## src/rtl/ctrl_conv_seq_pkg.sv

```systemverilog
// conv_pkg: shared types and helpers for the 1-D convolution controller.
// Holds the controller state encoding, the output-count helper and an
// address-width helper that never returns zero.
package conv_pkg;

    typedef enum logic [2:0] {
        IDLE,
        FETCH,
        DRAIN,
        CAPTURE,
        OUT,
        DONE
    } ctrl_conv_state_t;

    // Number of complete windows; a trailing partial window is dropped.
    function automatic int n_out_f(input int x, input int f, input int s);
        return (x - f) / s + 1;
    endfunction

    // Address width for a memory of n entries, at least one bit.
    function automatic int addr_w(input int n);
        return (n > 1) ? $clog2(n) : 1;
    endfunction

endpackage : conv_pkg

```

## src/rtl/ctrl_delay_line.sv

```systemverilog
// ctrl_delay_line: fixed-depth shift line that aligns the read strobe and
// the first-tap flag with the memory read latency. A synchronous clear
// flushes in-flight entries when the controller aborts a convolution.
module ctrl_delay_line #(
    parameter int DEPTH = 1,
    parameter int WIDTH = 2
) (
    input  logic             clk,
    input  logic             reset_n,
    input  logic             i_clr,
    input  logic [WIDTH-1:0] i_din,
    output logic [WIDTH-1:0] o_dout
);

    logic [WIDTH-1:0] r_pipe [DEPTH];

    // Shift the strobe/flag pair one stage per cycle, flushing on clear.
    always_ff @(posedge clk or negedge reset_n) begin
        if (!reset_n) begin
            // NOTE: every stage is reset here because these are control
            // strobes; a stale 1 left over from reset would fire a bogus
            // accumulate. Wide datapath arrays would normally stay unreset.
            for (int i = 0; i < DEPTH; i++) begin
                r_pipe[i] <= '0;
            end
        end else if (i_clr) begin
            for (int i = 0; i < DEPTH; i++) begin
                r_pipe[i] <= '0;
            end
        end else begin
            r_pipe[0] <= i_din;
            for (int i = 1; i < DEPTH; i++) begin
                r_pipe[i] <= r_pipe[i-1];
            end
        end
    end

    assign o_dout = r_pipe[DEPTH-1];

endmodule : ctrl_delay_line

```

## src/rtl/ctrl_conv_seq.sv

```systemverilog
// ctrl_conv_seq: controller for the 1-D convolution engine.
// Sequences window reads from the X and F memories, aligns the MAC
// accumulate strobes with the read latency, captures each finished sum and
// runs the valid/ready handshake on y.
// Build option: define CTRL_CONV_OVERLAP_EN to let the next window fetch
// while the previous y is still waiting for its handshake.
module ctrl_conv_seq
    import conv_pkg::*;
#(
    parameter int X_MEM_SIZE       = 8,
    parameter int F_MEM_SIZE       = 4,
    parameter int STRIDE           = 1,
    parameter int RD_LAT           = 1,
    parameter int X_MEM_ADDR_WIDTH = addr_w(X_MEM_SIZE),
    parameter int F_MEM_ADDR_WIDTH = addr_w(F_MEM_SIZE)
) (
    input  logic                        clk,
    input  logic                        reset_n,
    input  logic                        conv_start,
    input  logic                        m_ready_y,
    output logic [X_MEM_ADDR_WIDTH-1:0] xmem_addr,
    output logic [F_MEM_ADDR_WIDTH-1:0] fmem_addr,
    output logic                        mem_rd_en,
    output logic                        accum_en,
    output logic                        accum_clr,
    output logic                        y_capture,
    output logic                        m_valid_y,
    output logic                        conv_done,
    output logic                        busy
);

    localparam int N_OUT = n_out_f(X_MEM_SIZE, F_MEM_SIZE, STRIDE);
    localparam int NW    = addr_w(N_OUT);
    localparam int DW    = $clog2(RD_LAT + 1);

    localparam logic [F_MEM_ADDR_WIDTH-1:0] K_LAST = F_MEM_ADDR_WIDTH'(F_MEM_SIZE - 1);
    localparam logic [X_MEM_ADDR_WIDTH-1:0] X_STEP = X_MEM_ADDR_WIDTH'(STRIDE);
    localparam logic [X_MEM_ADDR_WIDTH-1:0] X_ONE  = X_MEM_ADDR_WIDTH'(1);
    localparam logic [F_MEM_ADDR_WIDTH-1:0] F_ONE  = F_MEM_ADDR_WIDTH'(1);
    localparam logic [NW-1:0]               N_LAST = NW'(N_OUT - 1);
    localparam logic [NW-1:0]               N_ONE  = NW'(1);
    localparam logic [DW-1:0]               D_LAST = DW'(RD_LAT - 1);
    localparam logic [DW-1:0]               D_ONE  = DW'(1);

    ctrl_conv_state_t            r_state;
    logic [X_MEM_ADDR_WIDTH-1:0] r_base;
    logic [NW-1:0]               r_n_out;
    logic [DW-1:0]               r_drain_cnt;
    logic [X_MEM_ADDR_WIDTH-1:0] r_xmem_addr;
    logic [F_MEM_ADDR_WIDTH-1:0] r_fmem_addr;
    logic                        r_mem_rd_en;
    logic                        r_m_valid_y;
    logic                        r_conv_done;
    logic                        r_busy;

    logic       w_abort;
    logic       w_cap_ok;
    logic       w_y_capture;
    logic       w_handshake;
    logic [1:0] w_dl_in;
    logic [1:0] w_dl_out;

    // Dropping conv_start mid-run abandons the convolution; IDLE and DONE
    // are the two states where a low conv_start is the normal exit path.
    assign w_abort = !conv_start && (r_state != IDLE) && (r_state != DONE);

`ifdef CTRL_CONV_OVERLAP_EN
    // A new y may only be captured once the previous one has been taken,
    // or is being taken this very cycle.
    assign w_cap_ok = !r_m_valid_y || m_ready_y;
`else
    assign w_cap_ok = 1'b1;
`endif

    // NOTE: y_capture is decoded combinationally from the state register
    // because in overlap mode it depends on this cycle's m_ready_y; a
    // registered version would be one cycle late and could overwrite y.
    assign w_y_capture = (r_state == CAPTURE) && w_cap_ok && !w_abort;
    assign w_handshake = r_m_valid_y && m_ready_y;

    // The first tap of every window is flagged so the MAC loads instead of adds.
    assign w_dl_in = {r_mem_rd_en, r_mem_rd_en && (r_fmem_addr == '0)};

    ctrl_delay_line #(
        .DEPTH (RD_LAT),
        .WIDTH (2)
    ) u_delay (
        .clk     (clk),
        .reset_n (reset_n),
        .i_clr   (w_abort),
        .i_din   (w_dl_in),
        .o_dout  (w_dl_out)
    );

    // y valid flag: set by a capture, cleared by the handshake, so a
    // simultaneous clear and set leaves it high.
    always_ff @(posedge clk or negedge reset_n) begin
        if (!reset_n) begin
            r_m_valid_y <= 1'b0;
        end else if (w_abort) begin
            r_m_valid_y <= 1'b0;
        end else if (w_y_capture) begin
            r_m_valid_y <= 1'b1;
        end else if (w_handshake) begin
            r_m_valid_y <= 1'b0;
        end
    end

    // Main sequencer: state, window/tap counters and registered outputs.
    always_ff @(posedge clk or negedge reset_n) begin
        if (!reset_n) begin
            r_state     <= IDLE;
            r_base      <= '0;
            r_n_out     <= '0;
            r_drain_cnt <= '0;
            r_xmem_addr <= '0;
            r_fmem_addr <= '0;
            r_mem_rd_en <= 1'b0;
            r_conv_done <= 1'b0;
            r_busy      <= 1'b0;
        end else begin
            r_conv_done <= 1'b0;
            if (w_abort) begin
                r_state     <= IDLE;
                r_mem_rd_en <= 1'b0;
                r_busy      <= 1'b0;
            end else begin
                case (r_state)
                    IDLE: begin
                        if (conv_start) begin
                            r_state     <= FETCH;
                            r_busy      <= 1'b1;
                            r_mem_rd_en <= 1'b1;
                            r_base      <= '0;
                            r_n_out     <= '0;
                            r_xmem_addr <= '0;
                            r_fmem_addr <= '0;
                        end
                    end

                    FETCH: begin
                        if (r_fmem_addr == K_LAST) begin
                            r_mem_rd_en <= 1'b0;
                            r_drain_cnt <= '0;
                            r_state     <= DRAIN;
                        end else begin
                            r_fmem_addr <= r_fmem_addr + F_ONE;
                            r_xmem_addr <= r_xmem_addr + X_ONE;
                        end
                    end

                    DRAIN: begin
                        if (r_drain_cnt == D_LAST) begin
                            r_state <= CAPTURE;
                        end else begin
                            r_drain_cnt <= r_drain_cnt + D_ONE;
                        end
                    end

                    CAPTURE: begin
                        if (w_cap_ok) begin
                            r_base <= r_base + X_STEP;
`ifdef CTRL_CONV_OVERLAP_EN
                            if (r_n_out == N_LAST) begin
                                r_state <= OUT;
                            end else begin
                                r_n_out     <= r_n_out + N_ONE;
                                r_state     <= FETCH;
                                r_mem_rd_en <= 1'b1;
                                r_xmem_addr <= r_base + X_STEP;
                                r_fmem_addr <= '0;
                            end
`else
                            r_state <= OUT;
`endif
                        end
                    end

                    OUT: begin
                        if (w_handshake) begin
`ifdef CTRL_CONV_OVERLAP_EN
                            r_state     <= DONE;
                            r_conv_done <= 1'b1;
`else
                            if (r_n_out == N_LAST) begin
                                r_state     <= DONE;
                                r_conv_done <= 1'b1;
                            end else begin
                                r_n_out     <= r_n_out + N_ONE;
                                r_state     <= FETCH;
                                r_mem_rd_en <= 1'b1;
                                r_xmem_addr <= r_base;
                                r_fmem_addr <= '0;
                            end
`endif
                        end
                    end

                    DONE: begin
                        if (!conv_start) begin
                            r_state <= IDLE;
                            r_busy  <= 1'b0;
                        end
                    end

                    default: begin
                        r_state     <= IDLE;
                        r_mem_rd_en <= 1'b0;
                        r_busy      <= 1'b0;
                    end
                endcase
            end
        end
    end

    assign xmem_addr = r_xmem_addr;
    assign fmem_addr = r_fmem_addr;
    assign mem_rd_en = r_mem_rd_en;
    assign accum_en  = w_dl_out[1];
    assign accum_clr = w_dl_out[0];
    assign y_capture = w_y_capture;
    assign m_valid_y = r_m_valid_y;
    assign conv_done = r_conv_done;
    assign busy      = r_busy;

endmodule : ctrl_conv_seq

```

## config.mk

```make
export PLATFORM = sky130hd
export DESIGN_NAME = ctrl_conv_seq
export DESIGN_NICKNAME = d
export VERILOG_FILES = /design/src/rtl/ctrl_conv_seq_pkg.sv /design/src/rtl/ctrl_delay_line.sv /design/src/rtl/ctrl_conv_seq.sv
export SDC_FILE = /design/constraint.sdc
export NUM_CORES = 1
export LEC_CHECK = 0
export CAP_MARGIN = 15
export CORE_MARGIN = 2
export CORE_UTILIZATION = 54
export CTS_CLUSTER_DIAMETER = 60
export DETAILED_ROUTE_END_ITERATION = 10
export GPL_TIMING_DRIVEN = 1
export MAX_ROUTING_LAYER = met4
export PLACE_DENSITY = 0.78
export SLEW_MARGIN = 5
export SYNTH_ARGS = -nofsm -noshare
export SYNTH_HDL_FRONTEND = slang
export SYNTH_SLANG_ARGS = --single-unit
```

## constraint.sdc

```tcl
create_clock -name clk -period 2.25 [get_ports clk]
set_clock_uncertainty 0.15 [all_clocks]
set_input_delay 0.45 -clock clk [delete_from_list [all_inputs] [get_ports clk]]
set_output_delay 0.45 -clock clk [all_outputs]
set_load 0.05 [all_outputs]
```

==> impl_metrics.py, run 1 <==
metrics = {
    "status": {
        "status": "complete, no violations",
    },
    "floorplanning": {
        "coreArea_um2": 2210,
        "die_h_um": 52.5,
        "pin_count": 16,
        "dieArea_um2": 2750,
        "initial_core_util": 0.574,
        "rows": 17,
        "die_w_um": 52.5,
    },
    "setup_path": {
        "end_kind": "primary output",
        "cp_max_fo": 5,
        "crit_type": "reg -> out",
        "slowest_stage": "clkdlybuf4s50_1",
        "cp_cell_sequence": "clkdlybuf4s50_1",
        "critPathLaunch": "fmem_addr[0]$_DFFE_PN0P_",
        "crit_family": "buffers and inverters",
        "cp-start-kind": "flip-flop",
        "timing.rr.start": "r_n_out[0]$_DFFE_PN0P_",
        "cp_data_required_time_ns": 1.65,
        "critPathBufInv": 1,
        "cp.arrival_ns": 1.55,
        "slowest_delay_ns": 0.83,
    },
    "finish": {
        "area_delta_synth_final_pct": 17.4,
        "layout-drive-gt1-share": 0.194,
        "antenna_cells": 0,
        "final_area_um2": 1490,
        "fillers": 177,
        "post-route-util": 0.673,
        "layout.nets": 156,
    },
    "grt": {
        "overflow": 0,
        "grt_pass1_vias": 997,
        "grt_use_met3": 0.0457,
        "gr-max-usage-layer": "met2",
        "grt_use_met1": 0.279,
        "antenna_found_initial": 0,
        "grt_pass1_wl_mm": 4.50,
        "grt_max_degree": 21,
        "grt_usage": 0.230,
        "use_met2": 0.379,
    },
    "min_path": {
        "hp-class": "in -> async",
    },
    "timing": {
        "period_needed_ns": 2.15,
        "hold_viol_final": 0,
        "rsz0062_at_grt": "no",
        "fmax_mhz": 466,
        "fin_crit_sh": 0.955,
        "max_slew_margin": 0.622,
        "worst_pin_slew_ns": 0.567,
        "tns_ns": 0,
        "drv_slew": 0,
        "finalSetupViolCount": 0,
    },
    "synthesis": {
        "yosys.area.top_type_share": 0.394,
        "yosysMostFrequentCell": "dfrtp_1",
        "yosys_register_bits": 20,
        "async_reset_ff_frac": 1.00,
        "syn_avg_cell_area_um2": 10.2,
        "synthCells": 124,
        "synth-edff-count": 0,
        "ys.flop_type": "dfrtp_1",
        "ys_top_cells_by_count": "dfrtp_1 (20), inv_1 (8), nand2_1 (8), nor2_1 (8), o21ai_1 (7)",
        "synth_area_um2": 1270,
        "synthTopCellsByArea": "dfrtp_1 (39%), ha_1 (5.9%), o41ai_2 (5.1%), buf_6 (3.6%), o21ai_1 (2.8%)",
        "synthesis.nets": 134,
        "ys.warnings.count": 0,
        "yosysUniqueCellTypes": 44,
        "ys_seq_area_frac": 0.394,
        "yosysTopAreaCell": "dfrtp_1",
    },
    "cts": {
        "clock-sinks": 20,
        "ctsHoldBuffers": 0,
        "cts_buffers": 3,
        "cts_tree": "done",
        "cts_resized": 0,
        "htreeDepth": 1,
        "clk_pin_slew_worst_paths_ns": 0.11,
        "root_buffer": "clkbuf_4",
        "post_cts_buffers": 0,
        "clockBufferDepth": 2,
        "clk_latency_ns": 0.31,
    },
    "place": {
        "portBuffers": 15,
        "gp_congestion": 0.805,
        "dp_hpwl_mm": 1.87,
        "dpl-instance-area_um2": 1470,
    },
    "route": {
        "ant_nets": 0,
        "vias_per_cell": 5.73,
        "vias": 986,
        "drc": 0,
        "wl_per_cell_um": 14.7,
        "routed_wl_mm": 2.54,
        "first_pass_iters": 4,
        "initialDrtViolationCount": 15,
    },
    "power": {
        "power.leakage_nw": 0.661,
        "peakVddDrop_mv": 0.831,
        "power.density_nw_per_um2": 916,
    },
    "flow_run": {
        "max_cap_viol_count": 0,
    },
}
## cells in the final DEF (no fill, tap or decap), types with 3 or more instances in the layout
| master | synthesis | layout |
|---|---|---|
| dfrtp_1 | 20 | 20 |
| clkdlybuf4s50_1 | 0 | 14 |
| buf_4 | 2 | 9 |
| inv_1 | 8 | 8 |
| nand2_1 | 8 | 8 |
| nor2_1 | 8 | 8 |
| o21ai_1 | 7 | 7 |
| ha_1 | 6 | 6 |
| a21oi_1 | 5 | 5 |
| o41ai_2 | 4 | 4 |
| o21ai_0 | 4 | 4 |
| nor3_1 | 3 | 3 |
| a22oi_1 | 3 | 3 |
| clkbuf_4 | 0 | 3 |
## path summary, 6_finish.rpt
kind	end	slack [ns]	cells after the start
worst max-delay path	fmem_addr[0]	0.10	1
worst min-delay path	r_n_out[1]$_DFFE_PN0P_	0.32	2
worst min register to register	r_n_out[0]$_DFFE_PN0P_	0.35	1
worst max register to register	xmem_addr[0]$_DFFE_PN0P_	0.35	7
max in group asynchronous	xmem_addr[1]$_DFFE_PN0P_	1.41	2
min in group clk	r_n_out[0]$_DFFE_PN0P_	0.35	1
## routing by layer
layer / routed length, um / part of all wire / up-vias
met2: 1270 / 0.50 / 15
met1: 1140 / 0.45 / 478
li1: - / - / 487
met5: 0 / 0 / -
met4: 52 / 0.021 / 0
met3: 70 / 0.028 / 6
## area by class of cell
class                      count  area, um2  area share
sequential                    20        500       0.336
multi-input combinational     87        666       0.447
timing repair buffer          24        228       0.153
tap                           28       35.0      0.0235
clock buffer                   3       22.5      0.0151
inverter                      10       37.5      0.0252
## cell families after synthesis
group,synth area share
simple gates,0.188
compound gates,0.246
buf+inv,0.0809
xor+xnor,0.00690
fa+ha+maj,0.0592
mux,0.0247
flops,0.394
## flip-flops by register name (all words and copies together), names as in the netlist
| signal | count |
|---|---|
| r_n_out | 3 |
| conv_done | 1 |
| busy | 1 |
| r_state | 3 |
| m_valid_y | 1 |
| u_delay.o_dout | 2 |
| r_base | 3 |
| xmem_addr | 3 |
| mem_rd_en | 1 |
| fmem_addr | 2 |
## through the flow
stage | instances | setup slack (ns) | hold slack (ns) | power (W)
global route | 172 | 0.0469 | 0.357 | 0.00145
floorplan | 124 | 0.276 | 0.00441 | 0.000998
global placement | 169 | 0.148 | 0.346 | 0.00118
finish | 172 | 0.102 | 0.320 | 0.00136
detailed placement | 169 | 0.0366 | 0.342 | 0.00120
CTS | 172 | 0.0895 | 0.325 | 0.00138
## report_power, final
part	switching (W)	internal, W	total, W
clock	0.000110	0.0000626	0.000173
combinational	0.000411	0.000259	0.000669
sequential	0.0000863	0.000435	0.000521
No activity file was read; power rests on OpenSTA's default activity.
==> run 2, diff against run 1 <==
- SETUP_SLACK_MARGIN: default -> 0.2
==> run 2 against run 1 <==
  * Routed wire length increased by 1.7%
  * Die area did not move
  * Core utilization grew 1.4 points
  * Hold slack gained 0.0013 ns
  * Total power down 2.1%
  * Worst setup slack improved by 0.21 ns
  * Design area grew 2.1%
  * Register-to-register slack improved by 0.02 ns
  * Sequential power hardly changed
  * Global-route usage grew 0.12 points
  * Critical path depth grew 2
  * Via count up 3.0%
  * Critical path type unchanged
  * Critical endpoint is now y_capture
  * Largest cell class unchanged
==> impl_metrics.py, run 2 (synthesis results as in run 1) <==
metrics = {
    "status": {
        "status": "complete, no violations",
    },
    "cts": {
        "htreeDepth": 1,
        "clk_pin_slew_worst_paths_ns": 0.11,
        "cts_buffers": 3,
        "root_buffer": "clkbuf_4",
        "cts_tree": "done",
        "ctsHoldBuffers": 0,
        "clk_latency_ns": 0.30,
        "clock-sinks": 20,
        "clockBufferDepth": 2,
    },
    "grt": {
        "overflow": 0,
        "antenna_found_initial": 0,
        "grt_pass1_vias": 997,
        "grt_usage": 0.231,
        "grt_pass1_wl_mm": 4.52,
        "grt_max_degree": 21,
    },
    "power": {
        "peakVddDrop_mv": 0.811,
        "power.density_nw_per_um2": 878,
        "power.leakage_nw": 0.734,
    },
    "setup_path": {
        "cp_data_required_time_ns": 1.65,
        "cp-start-kind": "flip-flop",
        "r2r-end": "xmem_addr[0]$_DFFE_PN0P_",
        "cp_max_fo": 8,
        "timing.rr.start": "r_n_out[0]$_DFFE_PN0P_",
        "reg2reg_depth": 7,
        "crit_type": "reg -> out",
        "end_kind": "primary output",
        "r2r_setup_slack_ns": 0.37,
        "cp.arrival_ns": 1.34,
    },
    "timing": {
        "rsz0062_at_grt": "no",
        "drv_slew": 0,
        "tns_ns": 0,
        "fin_crit_sh": 0.861,
        "worst_pin_slew_ns": 0.504,
        "fmax_mhz": 516,
        "fin_ws_ns": 0.313,
        "finalSetupViolCount": 0,
        "period_needed_ns": 1.94,
        "max_slew_margin": 0.663,
        "hold_viol_final": 0,
    },
    "route": {
        "vias": 1016,
        "drc": 0,
        "ant_nets": 0,
        "routed_wl_mm": 2.58,
        "first_pass_iters": 4,
        "wl_per_cell_um": 14.6,
        "vias_per_cell": 5.77,
        "initialDrtViolationCount": 20,
    },
    "finish": {
        "layout.nets": 160,
        "layout-drive-gt1-share": 0.243,
        "area_delta_synth_final_pct": 19.8,
        "final_cell_mix": "dfrtp_1 (17), buf_4 (13), dlygate4sd2_1 (10)",
        "layout_commonest_cell": "dfrtp_1",
        "antenna_cells": 0,
        "post-route-util": 0.687,
    },
    "floorplanning": {
        "initial_core_util": 0.574,
        "dieArea_um2": 2750,
        "pin_count": 16,
        "die_h_um": 52.5,
        "die_w_um": 52.5,
        "coreArea_um2": 2210,
        "rows": 17,
    },
    "place": {
        "gp_congestion": 0.805,
        "dp_hpwl_mm": 1.87,
        "pre_cts_slack_ns": 0.0366,
        "portBuffers": 15,
    },
    "min_path": {
        "hp-class": "in -> async",
    },
    "flow_run": {
        "max_cap_viol_count": 0,
    },
}
==> run 2: per-stage QoR <==
step	power [W]	instances	hold slack (ns)	instance area (um2)
2_1_floorplan	0.000998	124	0.00441	1270
3_3_place_gp	0.00118	169	0.346	1470
3_5_place_dp	0.00120	169	0.342	1470
4_1_cts	0.00134	172	0.324	1480
5_1_grt	0.00142	176	0.360	1520
6_report	0.00134	176	0.321	1520
==> run 2: worst max path at each step <==
stage | from | endpoint | cells past startpoint
2_1_floorplan | fmem_addr[0]$_DFFE_PN0P_ | fmem_addr[0]$_DFFE_PN0P_ | 5
3_3_place_gp | m_ready_y | fmem_addr[0]$_DFFE_PN0P_ | 5
3_5_place_dp | m_ready_y | xmem_addr[0]$_DFFE_PN0P_ | 6
4_1_cts | u_delay.o_dout[0]$_DFF_PN0_ | accum_clr | 1
5_1_grt | r_state[2]$_DFFE_PN0P_ | y_capture | 3
6_report | r_state[2]$_DFFE_PN0P_ | y_capture | 3
==> run 2: repair_timing <==
action | 4_1_cts | 5_1_grt
setup endpoints to repair | 10 | 3
gates cloned | 0 | 0
buffers inserted | 0 | 4
pin swaps | 0 | 0
gates resized for setup | 13 | 3
==> run 2: layout make-up <==
type	instances	area [um2]
tap	28	35.0
fill	174	692
inverter	10	37.5
sequential	20	504
timing repair buffer	28	250
clock buffer	3	22.5
multi-input combinational	87	671
==> run 2: power by group <==
group	switching [W]	leakage (nW)	internal, W
Clock	0.000109	0.0138	0.0000625
Combinational	0.000415	0.460	0.000230
Sequential	0.0000830	0.260	0.000436
Total	0.000607	0.734	0.000728
==> run 2: layer usage <==
layer  vias up  share of wire  global-route usage
li1        497              -                   -
met1       492           0.44               0.283
met2        21           0.51               0.379
met3         6          0.037              0.0457
met4         0          0.020              0.0855
met5         -              0                   -
==> run 2: worst max-delay path, cell delays in order, from the launching register on <==
cell and delay [ns]:
dfrtp_2 0.47, and2b_1 0.23, and3_4 0.20, buf_12 0.13
==> run 3, diff against run 2 <==
- ABC_AREA: default -> 1
- CORE_UTILIZATION: 54 -> 55
- CTS_BUF_LIST: default -> sky130_fd_sc_hd__clkbuf_8
- PLACE_DENSITY: 0.78 -> 0.81
==> run 3 against run 2 <==
  * Worst setup slack got worse by 0.087 ns
  * Cell count rose by 4.5%
  * Fmax is 4.3% lower
  * Global-route usage down 0.58 points
  * Synthesized cell count up 8.9%
  * Critical path depth grew 3
  * Routed wire length shrank 13%
  * Largest power group unchanged
==> impl_metrics.py, run 3 <==
metrics = {
    "grt": {
        "antenna_found_initial": 0,
        "grt_pass1_wl_mm": 3.38,
        "grt_usage": 0.226,
        "grt_pass1_vias": 771,
        "grt_max_degree": 21,
        "overflow": 0,
    },
    "synthesis": {
        "syn_avg_cell_area_um2": 7.99,
        "yosysMostFrequentCell": "nand2_1",
        "ys_top_cells_by_count": "nand2_1 (47), dfrtp_1 (20), inv_1 (19), o21ai_0 (14), ha_1 (6)",
        "async_reset_ff_frac": 1.00,
        "synthCells": 135,
        "ys.flop_type": "dfrtp_1",
        "yosysUniqueCellTypes": 20,
        "ys_seq_area_frac": 0.464,
        "synth-edff-count": 0,
        "synthTopCellsByArea": "dfrtp_1 (46%), nand2_1 (16%), ha_1 (7.0%), inv_1 (6.6%), o21ai_0 (6.5%)",
        "yosysTopAreaCell": "dfrtp_1",
        "synthesis.nets": 145,
        "yosys_register_bits": 20,
        "ys.warnings.count": 0,
        "yosys.area.top_type_share": 0.464,
        "synth_area_um2": 1080,
    },
    "setup_path": {
        "cp_cell_sequence": "inv_2, nand2_1, nor2_1, inv_1, nor2_4, buf_12",
        "timing.rr.start": "r_state[0]$_DFFE_PN0P_",
        "end_kind": "primary output",
        "cp_max_fo": 6,
        "slowest_delay_ns": 0.45,
        "critPathLaunch": "r_state[2]$_DFFE_PN0P_",
        "crit_family": "flip-flops",
        "crit_type": "reg -> out",
        "cp.arrival_ns": 1.42,
        "critPathBufInv": 3,
        "slowest_stage": "dfrtp_2",
        "cp-start-kind": "flip-flop",
        "cp_data_required_time_ns": 1.65,
    },
    "finish": {
        "fin_cells": 184,
        "layout_commonest_cell": "nand2_1",
        "area_delta_synth_final_pct": 26.1,
        "fillers": 165,
        "post-route-util": 0.715,
        "seqCellArea_um2": 502,
        "multiInputGateArea_um2": 510,
        "final_cell_mix": "nand2_1 (47), inv_1 (19), dfrtp_1 (19)",
        "layout-drive-gt1-share": 0.115,
        "antenna_cells": 0,
        "layout.nets": 168,
    },
    "cts": {
        "cts_buffers": 3,
        "clk_latency_ns": 0.26,
        "cts_tree": "done",
        "htreeDepth": 1,
        "clockBufferDepth": 2,
        "clock-sinks": 20,
        "post_cts_buffers": 0,
        "clk_pin_slew_worst_paths_ns": 0.07,
        "root_buffer": "clkbuf_8",
    },
    "place": {
        "portBuffers": 15,
        "gp_congestion": 0.833,
        "dp_hpwl_mm": 1.74,
        "place_inst": 180,
    },
    "floorplanning": {
        "coreArea_um2": 1900,
        "rows": 16,
        "pin_count": 16,
        "initial_core_util": 0.567,
        "die_h_um": 48.3,
        "die_w_um": 48.3,
        "dieArea_um2": 2330,
    },
    "flow_run": {
        "max_cap_viol_count": 0,
    },
    "timing": {
        "finalSetupViolCount": 0,
        "fmax_mhz": 494,
        "tns_ns": 0,
        "drv_slew": 0,
        "max_slew_margin": 0.666,
        "rsz0062_at_grt": "yes",
        "hold_ws_ns": 0.343,
        "worst_pin_slew_ns": 0.499,
        "period_needed_ns": 2.02,
        "fin_crit_sh": 0.900,
        "hold_viol_final": 0,
    },
    "power": {
        "netSwitchingFraction": 0.481,
        "power_frac_comb": 0.516,
        "peakVddDrop_mv": 1.02,
        "power.density_nw_per_um2": 1250,
        "power.leakage_nw": 0.768,
        "p_int_w": 0.000882,
        "p_sw_w": 0.000816,
        "pwr-share-clk": 0.163,
        "pwr-share-seq": 0.322,
    },
    "route": {
        "vias": 914,
        "initialDrtViolationCount": 18,
        "first_pass_iters": 4,
        "drc": 0,
        "ant_nets": 0,
        "routed_wl_mm": 2.24,
        "wl_per_cell_um": 12.2,
        "vias_per_cell": 4.97,
    },
    "min_path": {
        "hp-class": "reg -> reg",
        "min_from": "busy$_DFFE_PN0P_",
    },
    "status": {
        "status": "complete, no violations",
    },
}
run 3: changes by cell type after synthesis, moves of 4 or more:
cell | previous run | this run
o21ai_0 | 4 | 14
a21oi_1 | 5 | 0
o41ai_2 | 4 | 0
nand2_1 | 8 | 47
buf_6 | 4 | 0
inv_1 | 8 | 19
run 3: metal layers:
| layer | track usage | vias up | wire (um) | part of all wire |
|---|---|---|---|---|
| met4 | 0.114 | 0 | 51 | 0.023 |
| met5 | - | - | 0 | 0 |
| met1 | 0.282 | 420 | 1070 | 0.48 |
| li1 | - | 470 | - | - |
| met2 | 0.353 | 19 | 1070 | 0.48 |
| met3 | 0.0333 | 5 | 53 | 0.024 |
run 3: logic make-up after synthesis:
group | Yosys count | synth area share
DFF | 20 | 0.464
xor gates and xnor gates | 2 | 0.0162
and+or+nand+nor | 65 | 0.270
buffers and inverters | 20 | 0.0696
AOI/OAI and AO/OA | 22 | 0.110
adders and majority gates | 6 | 0.0696
run 3: power groups by stage:
stage	Combinational, W	Sequential [W]	Clock, W
global route	0.000967	0.000560	0.000295
finish	0.000876	0.000547	0.000276
CTS	0.000885	0.000547	0.000278
floorplan	0.000405	0.000768	0
global placement	0.000887	0.000548	0
detailed placement	0.000900	0.000554	0
run 3: worst paths after layout:
kind / slack [ns] / depth (start not counted) / to
worst max-delay path: 0.23 / 6 / y_capture
worst min-delay path: 0.34 / 2 / busy$_DFFE_PN0P_
worst max register to register: 0.70 / 6 / r_n_out[2]$_DFFE_PN0P_
worst min register to register: 0.34 / 2 / busy$_DFFE_PN0P_
max in group asynchronous: 1.31 / 2 / r_state[2]$_DFFE_PN0P_
min in group asynchronous: 0.42 / 2 / r_n_out[1]$_DFFE_PN0P_
run 3: layout make-up:
cell class	instances	share of cell area
tap	27	0.0248
inverter	20	0.0552
sequential	20	0.369
timing repair buffer	18	0.135
multi-input combinational	95	0.375
clock buffer	4	0.0405
run 3: what timing repair did:
action / CTS / global route
resized for setup: 6 / 4
hold buffers: 0 / 0
endpoints found under the setup margin: 6 / 4
pin swaps: 0 / 0
run 3: per-stage QoR:
step	cell area, um2	power [W]	setup slack [ns]
final	1360	0.00170	0.226
after global routing	1360	0.00182	0.142
after CTS	1350	0.00171	0.200
after detailed placement	1300	0.00145	0.272
after global placement	1300	0.00143	0.279
after floorplan	1080	0.00117	0.391
run 3: worst min-delay path, delay by kind of cell (launching register included):
kind            cells  cell delay (ns)
flops               1             0.35
compound gates      1             0.06
simple gates        1             0.05
